==> config.mk <==
export PLATFORM = sky130hd
export DESIGN_NAME = lsu
export DESIGN_NICKNAME = d
export VERILOG_FILES = /design/src/rtl/lsu.sv
export SDC_FILE = /design/constraint.sdc
export NUM_CORES = 1
export LEC_CHECK = 0
export ABC_AREA = 1
export ABC_CLOCK_PERIOD_IN_PS = 3000
export CAP_MARGIN = 5
export CELL_PAD_IN_SITES_DETAIL_PLACEMENT = 1
export CELL_PAD_IN_SITES_GLOBAL_PLACEMENT = 1
export CORE_ASPECT_RATIO = 1.1
export CORE_MARGIN = 3
export CORE_UTILIZATION = 36
export DETAILED_ROUTE_END_ITERATION = 6
export MAX_ROUTING_LAYER = met4
export PLACE_DENSITY = 0.94
export SETUP_SLACK_MARGIN = 0.02
export SYNTH_ARGS = -nofsm -noshare
export SYNTH_HDL_FRONTEND = slang
export SYNTH_SLANG_ARGS = --single-unit
==> constraint.sdc <==
create_clock -name clk -period 3 [get_ports clk]
set_clock_uncertainty 0.1 [all_clocks]
set_input_delay 0.6 -clock clk [delete_from_list [all_inputs] [get_ports clk]]
set_output_delay 0.6 -clock clk [all_outputs]
set_load 0.03 [all_outputs]
==> src/rtl/lsu.sv <==
// lsu -- load/store unit between the execute stage and the data cache.
//
// Accepts one memory operation at a time from execute (valid/ready), checks
// funct3 legality and address alignment, then issues a single word-indexed,
// byte-enabled request to the data cache. The request is held until the cache
// answers or TIMEOUT cycles elapse. The formatted load data, or a store
// acknowledge, is returned to writeback over a second valid/ready handshake.
//
// Ports:
//   clk, rst_n          clock (rising edge), asynchronous active-low reset
//   req_*_i / req_ready_o   operation from execute: store flag, funct3,
//                       byte address, store data, load destination register
//   dc_*_o              registered cache request: word address, read/write
//                       strobes, lane-replicated write data, byte enables
//   dc_rdata_i, dc_rvalid_i, dc_wvalid_i   cache answer (read/write hit)
//   resp_*_o / resp_ready_i   result to writeback: data, rd, error flag
module lsu #(
  parameter int TIMEOUT = 64
) (
  input  logic        clk,
  input  logic        rst_n,
  input  logic        req_valid_i,
  output logic        req_ready_o,
  input  logic        req_store_i,
  input  logic [2:0]  req_funct3_i,
  input  logic [31:0] req_addr_i,
  input  logic [31:0] req_wdata_i,
  input  logic [4:0]  req_rd_i,
  output logic [31:0] dc_addr_o,
  output logic        dc_rreq_o,
  output logic        dc_wreq_o,
  output logic [31:0] dc_wdata_o,
  output logic [3:0]  dc_byte_enable_o,
  input  logic [31:0] dc_rdata_i,
  input  logic        dc_rvalid_i,
  input  logic        dc_wvalid_i,
  output logic        resp_valid_o,
  input  logic        resp_ready_i,
  output logic [31:0] resp_data_o,
  output logic [4:0]  resp_rd_o,
  output logic        resp_err_o
);

  localparam int CNT_W = $clog2(TIMEOUT + 1);

  typedef enum logic [1:0] {
    S_IDLE,
    S_ACCESS,
    S_RESP
  } state_e;

  state_e      state_q, state_d;
  logic [CNT_W-1:0] cnt_q, cnt_d;
  logic        store_q, store_d;
  logic [2:0]  funct3_q, funct3_d;
  logic [1:0]  offset_q, offset_d;
  logic [4:0]  rd_q, rd_d;
  logic [31:0] dc_addr_q, dc_addr_d;
  logic        dc_rreq_q, dc_rreq_d;
  logic        dc_wreq_q, dc_wreq_d;
  logic [31:0] dc_wdata_q, dc_wdata_d;
  logic [3:0]  dc_be_q, dc_be_d;
  logic [31:0] resp_data_q, resp_data_d;
  logic [4:0]  resp_rd_q, resp_rd_d;
  logic        resp_err_q, resp_err_d;

  logic        req_legal;
  logic        req_aligned;
  logic [31:0] st_wdata;
  logic [3:0]  st_be;
  logic [31:0] ld_shifted;
  logic [31:0] ld_data;

  // Legality and alignment of the incoming operation; funct3[1:0] is the size.
  always_comb begin
    req_legal   = 1'b0;
    req_aligned = 1'b1;
    case (req_funct3_i)
      3'b000, 3'b001, 3'b010: req_legal = 1'b1;
      3'b100, 3'b101:         req_legal = !req_store_i;
      default:                req_legal = 1'b0;
    endcase
    case (req_funct3_i[1:0])
      2'b01:   req_aligned = !req_addr_i[0];
      2'b10:   req_aligned = (req_addr_i[1:0] == 2'b00);
      default: req_aligned = 1'b1;
    endcase
  end

  // Store data is replicated across lanes so the byte enables alone select
  // which bytes the cache writes.
  always_comb begin
    st_wdata = req_wdata_i;
    st_be    = 4'b1111;
    case (req_funct3_i[1:0])
      2'b00: begin
        st_wdata = {4{req_wdata_i[7:0]}};
        st_be    = 4'b0001 << req_addr_i[1:0];
      end
      2'b01: begin
        st_wdata = {2{req_wdata_i[15:0]}};
        st_be    = 4'b0011 << req_addr_i[1:0];
      end
      default: begin
        st_wdata = req_wdata_i;
        st_be    = 4'b1111;
      end
    endcase
  end

  // Load data: move the addressed byte/halfword down to bit 0, then extend.
  always_comb begin
    ld_shifted = dc_rdata_i >> {offset_q, 3'b000};
    case (funct3_q)
      3'b000:  ld_data = {{24{ld_shifted[7]}}, ld_shifted[7:0]};
      3'b001:  ld_data = {{16{ld_shifted[15]}}, ld_shifted[15:0]};
      3'b100:  ld_data = {24'h0, ld_shifted[7:0]};
      3'b101:  ld_data = {16'h0, ld_shifted[15:0]};
      default: ld_data = ld_shifted;
    endcase
  end

  // Next-state logic. Cache strobes and response fields are registered so
  // they stay stable for the whole ACCESS/RESP phase and clear on exit.
  always_comb begin
    state_d     = state_q;
    cnt_d       = cnt_q;
    store_d     = store_q;
    funct3_d    = funct3_q;
    offset_d    = offset_q;
    rd_d        = rd_q;
    dc_addr_d   = dc_addr_q;
    dc_rreq_d   = dc_rreq_q;
    dc_wreq_d   = dc_wreq_q;
    dc_wdata_d  = dc_wdata_q;
    dc_be_d     = dc_be_q;
    resp_data_d = resp_data_q;
    resp_rd_d   = resp_rd_q;
    resp_err_d  = resp_err_q;

    case (state_q)
      S_IDLE: begin
        if (req_valid_i) begin
          store_d  = req_store_i;
          funct3_d = req_funct3_i;
          offset_d = req_addr_i[1:0];
          rd_d     = req_rd_i;
          if (req_legal && req_aligned) begin
            state_d    = S_ACCESS;
            cnt_d      = '0;
            dc_addr_d  = {req_addr_i[31:2], 2'b00};
            dc_rreq_d  = !req_store_i;
            dc_wreq_d  = req_store_i;
            dc_wdata_d = req_store_i ? st_wdata : 32'h0;
            dc_be_d    = req_store_i ? st_be : 4'b0000;
          end else begin
            state_d     = S_RESP;
            resp_err_d  = 1'b1;
            resp_data_d = 32'h0;
            resp_rd_d   = req_store_i ? 5'd0 : req_rd_i;
          end
        end
      end

      // A hit in the same cycle as the timeout wins, so no error is flagged.
      S_ACCESS: begin
        cnt_d = cnt_q + 1'b1;
        if ((store_q ? dc_wvalid_i : dc_rvalid_i) ||
            (cnt_q == CNT_W'(TIMEOUT - 1))) begin
          state_d     = S_RESP;
          cnt_d       = '0;
          dc_addr_d   = 32'h0;
          dc_rreq_d   = 1'b0;
          dc_wreq_d   = 1'b0;
          dc_wdata_d  = 32'h0;
          dc_be_d     = 4'b0000;
          resp_rd_d   = store_q ? 5'd0 : rd_q;
          if (store_q ? dc_wvalid_i : dc_rvalid_i) begin
            resp_err_d  = 1'b0;
            resp_data_d = store_q ? 32'h0 : ld_data;
          end else begin
            resp_err_d  = 1'b1;
            resp_data_d = 32'h0;
          end
        end
      end

      S_RESP: begin
        if (resp_ready_i) begin
          state_d     = S_IDLE;
          resp_data_d = 32'h0;
          resp_rd_d   = 5'd0;
          resp_err_d  = 1'b0;
        end
      end

      default: state_d = S_IDLE;
    endcase
  end

  always_ff @(posedge clk or negedge rst_n) begin
    if (!rst_n) begin
      state_q     <= S_IDLE;
      cnt_q       <= '0;
      store_q     <= 1'b0;
      funct3_q    <= 3'b000;
      offset_q    <= 2'b00;
      rd_q        <= 5'd0;
      dc_addr_q   <= 32'h0;
      dc_rreq_q   <= 1'b0;
      dc_wreq_q   <= 1'b0;
      dc_wdata_q  <= 32'h0;
      dc_be_q     <= 4'b0000;
      resp_data_q <= 32'h0;
      resp_rd_q   <= 5'd0;
      resp_err_q  <= 1'b0;
    end else begin
      state_q     <= state_d;
      cnt_q       <= cnt_d;
      store_q     <= store_d;
      funct3_q    <= funct3_d;
      offset_q    <= offset_d;
      rd_q        <= rd_d;
      dc_addr_q   <= dc_addr_d;
      dc_rreq_q   <= dc_rreq_d;
      dc_wreq_q   <= dc_wreq_d;
      dc_wdata_q  <= dc_wdata_d;
      dc_be_q     <= dc_be_d;
      resp_data_q <= resp_data_d;
      resp_rd_q   <= resp_rd_d;
      resp_err_q  <= resp_err_d;
    end
  end

  assign req_ready_o      = (state_q == S_IDLE);
  assign resp_valid_o     = (state_q == S_RESP);
  assign dc_addr_o        = dc_addr_q;
  assign dc_rreq_o        = dc_rreq_q;
  assign dc_wreq_o        = dc_wreq_q;
  assign dc_wdata_o       = dc_wdata_q;
  assign dc_byte_enable_o = dc_be_q;
  assign resp_data_o      = resp_data_q;
  assign resp_rd_o        = resp_rd_q;
  assign resp_err_o       = resp_err_q;

endmodule

Word level (Yosys, flattened, before mapping)
Cells that the tools add are included.
Widths: inputs -> output; s select.
{"block": "classes", "n_addsub": 1, "multipliers": 0, "div": 0, "n_lt_le_gt_ge": 0, "eq_ne": 17, "shifts": 3, "mux": 55, "bitwise_logic": 0, "n_reduce_logical": 18}
{"cell": "$mux 32", "count": 12}
{"cell": "$pmux 32 s2", "count": 3}
{"cell": "$pmux 32 s4", "count": 1}
{"cell": "$pmux 32 s3", "count": 1}
{"cell": "$shr 32x5->32", "count": 1}
{"cell": "$mux 5", "count": 6}
{"cell": "$mux 7", "count": 3}
{"cell": "$mux 4", "count": 4}
{"cell": "$pmux 4 s2", "count": 2}
{"cell": "$pmux 5 s3", "count": 1}
{"cell": "$pmux 7 s2", "count": 1}
{"cell": "$eq 3x3->1 const B", "count": 4}
{"cell": "$mux 1", "count": 11}
{"cell": "$mux 2", "count": 4}
{"cell": "$pmux 1 s2", "count": 4}
{"cell": "$add 7x1->7 const B", "count": 1}
{"cell": "$eq 7x6->1 const B", "count": 1}
{"cell": "$eq 3x1->1 const B", "count": 2}
{"cell": "$logic_not 2->1", "count": 3}
{"cell": "$logic_not 3->1", "count": 2}
{"cell": "$ne 2x2->1 const B", "count": 3}
{"cell": "$pmux 2 s3", "count": 1}
{"cell": "$reduce_and 3->1", "count": 2}
{"cell": "$reduce_and 5->1", "count": 1}
{"cell": "16 further kinds", "count": 20}
{"block": "totals", "ff_bits": 128, "latchBits": 0, "ram_bits": 0, "mem_bits_ro": 0, "input_bits": 111, "word_cells": 108, "n_memories": 0}

Longest topological paths before layout
{"block": "logic_depth", "word_depth": 7, "depth_mapped": 12, "mapped_depth_nobuf": 10}

Worst setup path before layout
Ideal clock, no wire load.
{"block": "synth_path", "path_type": "in2reg", "startpoint": "in req_funct3_i[1]", "endpoint": "reg dc_addr_q[15], in the netlist dc_addr_o[15]", "arrival_ns": 1.830, "required_ns": 2.782, "path_slack_ns": 0.952, "path_stages": 11, "n_path_buf": 2, "cell_sequence": "inv_2 > ha_1 > nand2_1 > nand3_1 > nand3_1 > nand2_1 > nand2_2 > buf_4 > buf_4 > nand2_1 > nand2_1"}
{"block": "synth_via", "elab_chain_len": 6, "elab_cells_between_ends": 14, "cone_classes": "eq/ne: 7; mux: 2; reduce/logical: 5"}
{"item": "start, declared", "line": "25", "source": "input logic [2:0] req_funct3_i,"}
{"item": "$eq 3x1->1 (tied with other cells)", "line": "78", "source": "case (req_funct3_i)"}
{"item": "$reduce_or 3->1 or $reduce_or 2->1 (tied branches)", "line": "78"}
{"item": "$pmux 1 s2", "line": "78"}
{"item": "$logic_and 1x1->1 (*)", "line": "148", "source": "if (req_legal && req_aligned) begin"}
{"item": "$ne 2x1->1 (no line) (*)"}
{"item": "$reduce_and 4->1 (no line) (*)"}
{"item": "end signal, assigned", "line": "224", "source": "dc_addr_q <= dc_addr_d;"}
{"item": "end, declared", "line": "58", "source": "logic [31:0] dc_addr_q, dc_addr_d;"}
Every way passes the cells marked *; elsewhere a longest branch is shown, timed or not.
A chain may end at the register's enable or synchronous reset.

Final worst setup path
{"block": "layout_path", "startpoint": "reg state_q[0]", "endpoint": "out req_ready_o"}
{"block": "layout_via", "elab_chain_len": 1}
{"item": "start, declared", "line": "52", "source": "state_e state_q, state_d;"}
{"item": "start signal, assigned", "line": "218", "source": "state_q <= state_d;"}
{"item": "$logic_not 2->1", "line": "235", "source": "assign req_ready_o = (state_q == S_IDLE);"}
{"item": "end, declared", "line": "23", "source": "output logic req_ready_o,"}
Every way passes these cells.

==> tab_implementation.tex <==
\begin{tabular}{lr}
\hline
Metric & Value \\
\hline
\multicolumn{2}{l}{\textbf{Clocking}} \\
Clock Latency Late Sink & roughly 0.43 ns \\
Depth of the CTS H-tree & 4 \\
Number of setup buffers added after CTS & 0 \\
Quantity of hold-fixing buffers added after cts & 0 \\
TritonCTS Buffers & 17 \\
Total number of clock tree sinks & 126 \\
Post-CTS resize count & 0 \\
Maximum buffer depth of the clock tree & 2 \\
Cell chosen for the clock root & sky130\_fd\_sc\_hd\_\_clkbuf\_16 \\
Clock tree from TritonCTS & yes \\
Reg clk slew, reported paths & 0.06 ns \\
\multicolumn{2}{l}{\textbf{Power}} \\
IR Drop Worst-Case VDD & 0.000457 V \\
Overall power after layout & 9.56 mW \\
Power density relative to cell area & 958 nW/um\^{}2 \\
Static leakage power & 5.01 nW \\
\multicolumn{2}{l}{\textbf{GRT}} \\
Pin count of the biggest net entering global routing & 71 \\
Antenna violations before repair & 2 \\
Total grt overflow & 0 \\
First-pass GRT wire length & 43400 um \\
Number of global-route vias before repair & 8104 \\
Global Route Usage Sum & 0.262 \\
\multicolumn{2}{l}{\textbf{Floorplanning}} \\
Overall die height & 152 um \\
Die Span X & 139 um \\
Initial cell density of the core & 0.373 \\
Area of the core & 18700 um\^{}2 \\
Number of I/O pins & 221 \\
Overall die area & roughly 21000 um\^{}2 \\
Number of cell rows & 52 \\
\multicolumn{2}{l}{\textbf{Worst setup path}} \\
Worst-path maximum fanout & 5 \\
Type of element capturing the critical path & output pin \\
Arrival time worst endpoint & 2.07 ns \\
CP max-delay cell & sky130\_fd\_sc\_hd\_\_clkdlybuf4s50\_1 \\
Path type of the worst setup path & flop to output pin \\
Largest incremental delay on the critical path & approximately 0.8 ns \\
Data required time of the worst path & 2.30 ns \\
Count of buffering cells on the critical path with inverters included & 2 \\
Crit-path cells & inv\_1 -> ha\_1 -> clkdlybuf4s50\_1 \\
Worst setup SP type & flop \\
Critical path's top delay family & buffers and inverters \\
\multicolumn{2}{l}{\textbf{Cells and area}} \\
Share of post-route cells with drive strength above 1 & 0.0631 \\
Synth-to-layout area growth & 42.8\% \\
Post-layout utilization of the core & 0.533 \\
Post-layout nets & 1279 \\
Fill cells & 2295 \\
Area of all placed cells without fillers & around 10000 um\^{}2 \\
\multicolumn{2}{l}{\textbf{Synthesis}} \\
Mapped cell area & approximately 7000 um\^{}2 \\
Cell variety after synth & 33 \\
Number of synthesized flops with an enable pin & 0 \\
Cell type contributing the most total cell area after synthesis & sky130\_fd\_sc\_hd\_\_dfrtp\_1 \\
Sequential cell area fraction in the yosys report & 0.451 \\
Async set-reset flop share out of synthesis & 1.00 \\
Yosys warnings & 0 \\
Portion of synthesized cell area occupied by the leading cell type & 0.451 \\
Top flip-flop cell by instance count after synthesis & sky130\_fd\_sc\_hd\_\_dfrtp\_1 \\
Number of synthesized register bits & 126 \\
Synthesized netlist cell count & 969 \\
Synth top area cells & sky130\_fd\_sc\_hd\_\_dfrtp\_1, sky130\_fd\_sc\_hd\_\_nand2\_1, sky130\_fd\_sc\_hd\_\_o21ai\_0, sky130\_fd\_sc\_hd\_\_nand3\_1, sky130\_fd\_sc\_hd\_\_nand3b\_1 \\
Avg Cell Area, Syn & 7.21 um\^{}2 \\
\multicolumn{2}{l}{\textbf{Timing}} \\
Final-report setup violation count & 0 \\
Relative slew slack & 0.563 \\
PnR worst setup slack & 0.227 ns \\
Total count of hold-check failures in the final report & 0 \\
Unrepaired setup endpoints after global routing & no \\
Max-slew violations & 0 \\
Ratio of final minimum period to clock period & 0.924 \\
Sum of negative setup slack & 0 ns \\
Pin slew with the least headroom to its limit & 0.655 ns \\
Period minus WS final & 2.77 ns \\
Timing-limited maximum frequency & 0.361 GHz \\
\multicolumn{2}{l}{\textbf{Route}} \\
Total wire length & about 27000 um \\
Ratio of routed vias to standard cells & 5.32 \\
DRC violation count after routing & 0 \\
Post-detailed-route wirelength per cell & 19.1 um \\
Vias after detailed routing & 7536 \\
Antenna-violating nets left & 0 \\
Iteration-0 DRC Markers & 413 \\
Drt first pass iters & 4 \\
\multicolumn{2}{l}{\textbf{Place}} \\
Placement Cell Area & 9400 um\^{}2 \\
Worst setup slack after placement & -0.0642 ns \\
Global placer's final weighted congestion & slightly below 0.9 \\
Post-detail-place hpwl & 18800 um \\
Count of port buffers added during placement & 218 \\
\multicolumn{2}{l}{\textbf{Flow run}} \\
Reported max-cap violation count & 0 \\
\multicolumn{2}{l}{\textbf{Hold path}} \\
Worst hold path class & input port to asynchronous set/reset pin \\
\multicolumn{2}{l}{\textbf{Outcome}} \\
Status & complete, no violations \\
\hline
\end{tabular}
-- kinds of logic after synthesis --
logic type      share of synthesized area
flops                               0.451
xor+xnor                          0.00376
buf+inv                            0.0768
simple gates                        0.358
other cells                      0.000536
fa+ha+maj                          0.0143
compound gates                     0.0954
-- registers in the layout, summed over array words and instances, names as in the netlist --
| signal | cells |
|---|---|
| cnt_q | 7 |
| dc_addr_o | 30 |
| dc_byte_enable_o | 4 |
| dc_rreq_o | 1 |
| dc_wdata_o | 32 |
| dc_wreq_o | 1 |
| funct3_q | 3 |
| offset_q | 2 |
| rd_q | 5 |
| resp_data_o | 32 |
| resp_err_o | 1 |
| resp_rd_o | 5 |
| state_q | 2 |
| store_q | 1 |
-- worst register-to-register path: cells and delay by family, from the launching register on --
kind / cells / cell delay, ns
compound gates: 1 / 0.38
fa+ha+maj: 1 / 0.32
buf+inv: 4 / 0.62
flops: 1 / 0.44
simple gates: 3 / 0.40
-- report_power, final --
group / internal [mW] / switching [mW] / total [mW]
Clock: 1.23 / 0.826 / 2.06
Combinational: 1.68 / 3.13 / 4.82
Sequential: 2.28 / 0.401 / 2.69
Total: 5.20 / 4.36 / 9.56
-- synth_stat cells, types with 8 or more instances --
cell type	count
sky130_fd_sc_hd__nand2_1	403
sky130_fd_sc_hd__dfrtp_1	126
sky130_fd_sc_hd__o21ai_0	75
sky130_fd_sc_hd__nand3_1	74
sky130_fd_sc_hd__inv_1	46
sky130_fd_sc_hd__nor2_1	36
sky130_fd_sc_hd__a21oi_1	35
sky130_fd_sc_hd__clkbuf_1	32
sky130_fd_sc_hd__nand3b_1	30
sky130_fd_sc_hd__buf_2	17
sky130_fd_sc_hd__nor3_1	15
sky130_fd_sc_hd__buf_4	12
sky130_fd_sc_hd__nand4_1	12
sky130_fd_sc_hd__a211oi_1	9
sky130_fd_sc_hd__ha_1	8
-- worst paths after layout --
check	cells after the start	from	slack (ns)	to
max in group asynchronous	2	rst_n	1.98	dc_addr_o[17]
min in group clk	2	dc_byte_enable_o[3]	0.37	dc_byte_enable_o[3]
hold / removal	1	rst_n	0.1	resp_data_o[30]
setup reg to reg	9	state_q[0]	0.61	cnt_q[2]
hold reg to reg	2	dc_byte_enable_o[3]	0.37	dc_byte_enable_o[3]
setup / recovery	3	state_q[0]	0.23	req_ready_o
-- cell type report --
cell class              count  area, um^2  area share
clock inverters            10         104      0.0104
well taps                 243         304      0.0305
repair buffers            241        2440       0.244
flip-flops and latches    126        3150       0.316
clock buffers              21         480      0.0481
diodes                      2        5.00    0.000501
multi-input cells         723        3310       0.331
inverters                  51         191      0.0192
-- placed cells by master (no fill, tap or decap), types with 9 or more instances in the layout --
cell type / instances
sky130_fd_sc_hd__nand2_1: 402
sky130_fd_sc_hd__clkdlybuf4s50_1: 217
sky130_fd_sc_hd__dfrtp_1: 126
sky130_fd_sc_hd__o21ai_0: 75
sky130_fd_sc_hd__nand3_1: 74
sky130_fd_sc_hd__inv_1: 46
sky130_fd_sc_hd__nor2_1: 36
sky130_fd_sc_hd__a21oi_1: 35
sky130_fd_sc_hd__nand3b_1: 30
sky130_fd_sc_hd__clkbuf_16: 17
sky130_fd_sc_hd__buf_4: 17
sky130_fd_sc_hd__nor3_1: 15
sky130_fd_sc_hd__nand4_1: 12
sky130_fd_sc_hd__a211oi_1: 9
-- per-layer routing --
metal	wire length, um	global-route usage
met3	1870	0.0647
met1	10200	0.290
met5	0	-
met2	14200	0.459
met4	843	0.0927
-- stage by stage --
stage	std cells	hold slack [ns]
2_1_floorplan	970	0.204
3_3_place_gp	1384	0.353
3_5_place_dp	1384	0.364
4_1_cts	1415	0.118
5_1_grt	1417	0.134
6_report	1417	0.0994
No activity file was read; power rests on OpenSTA's default activity.
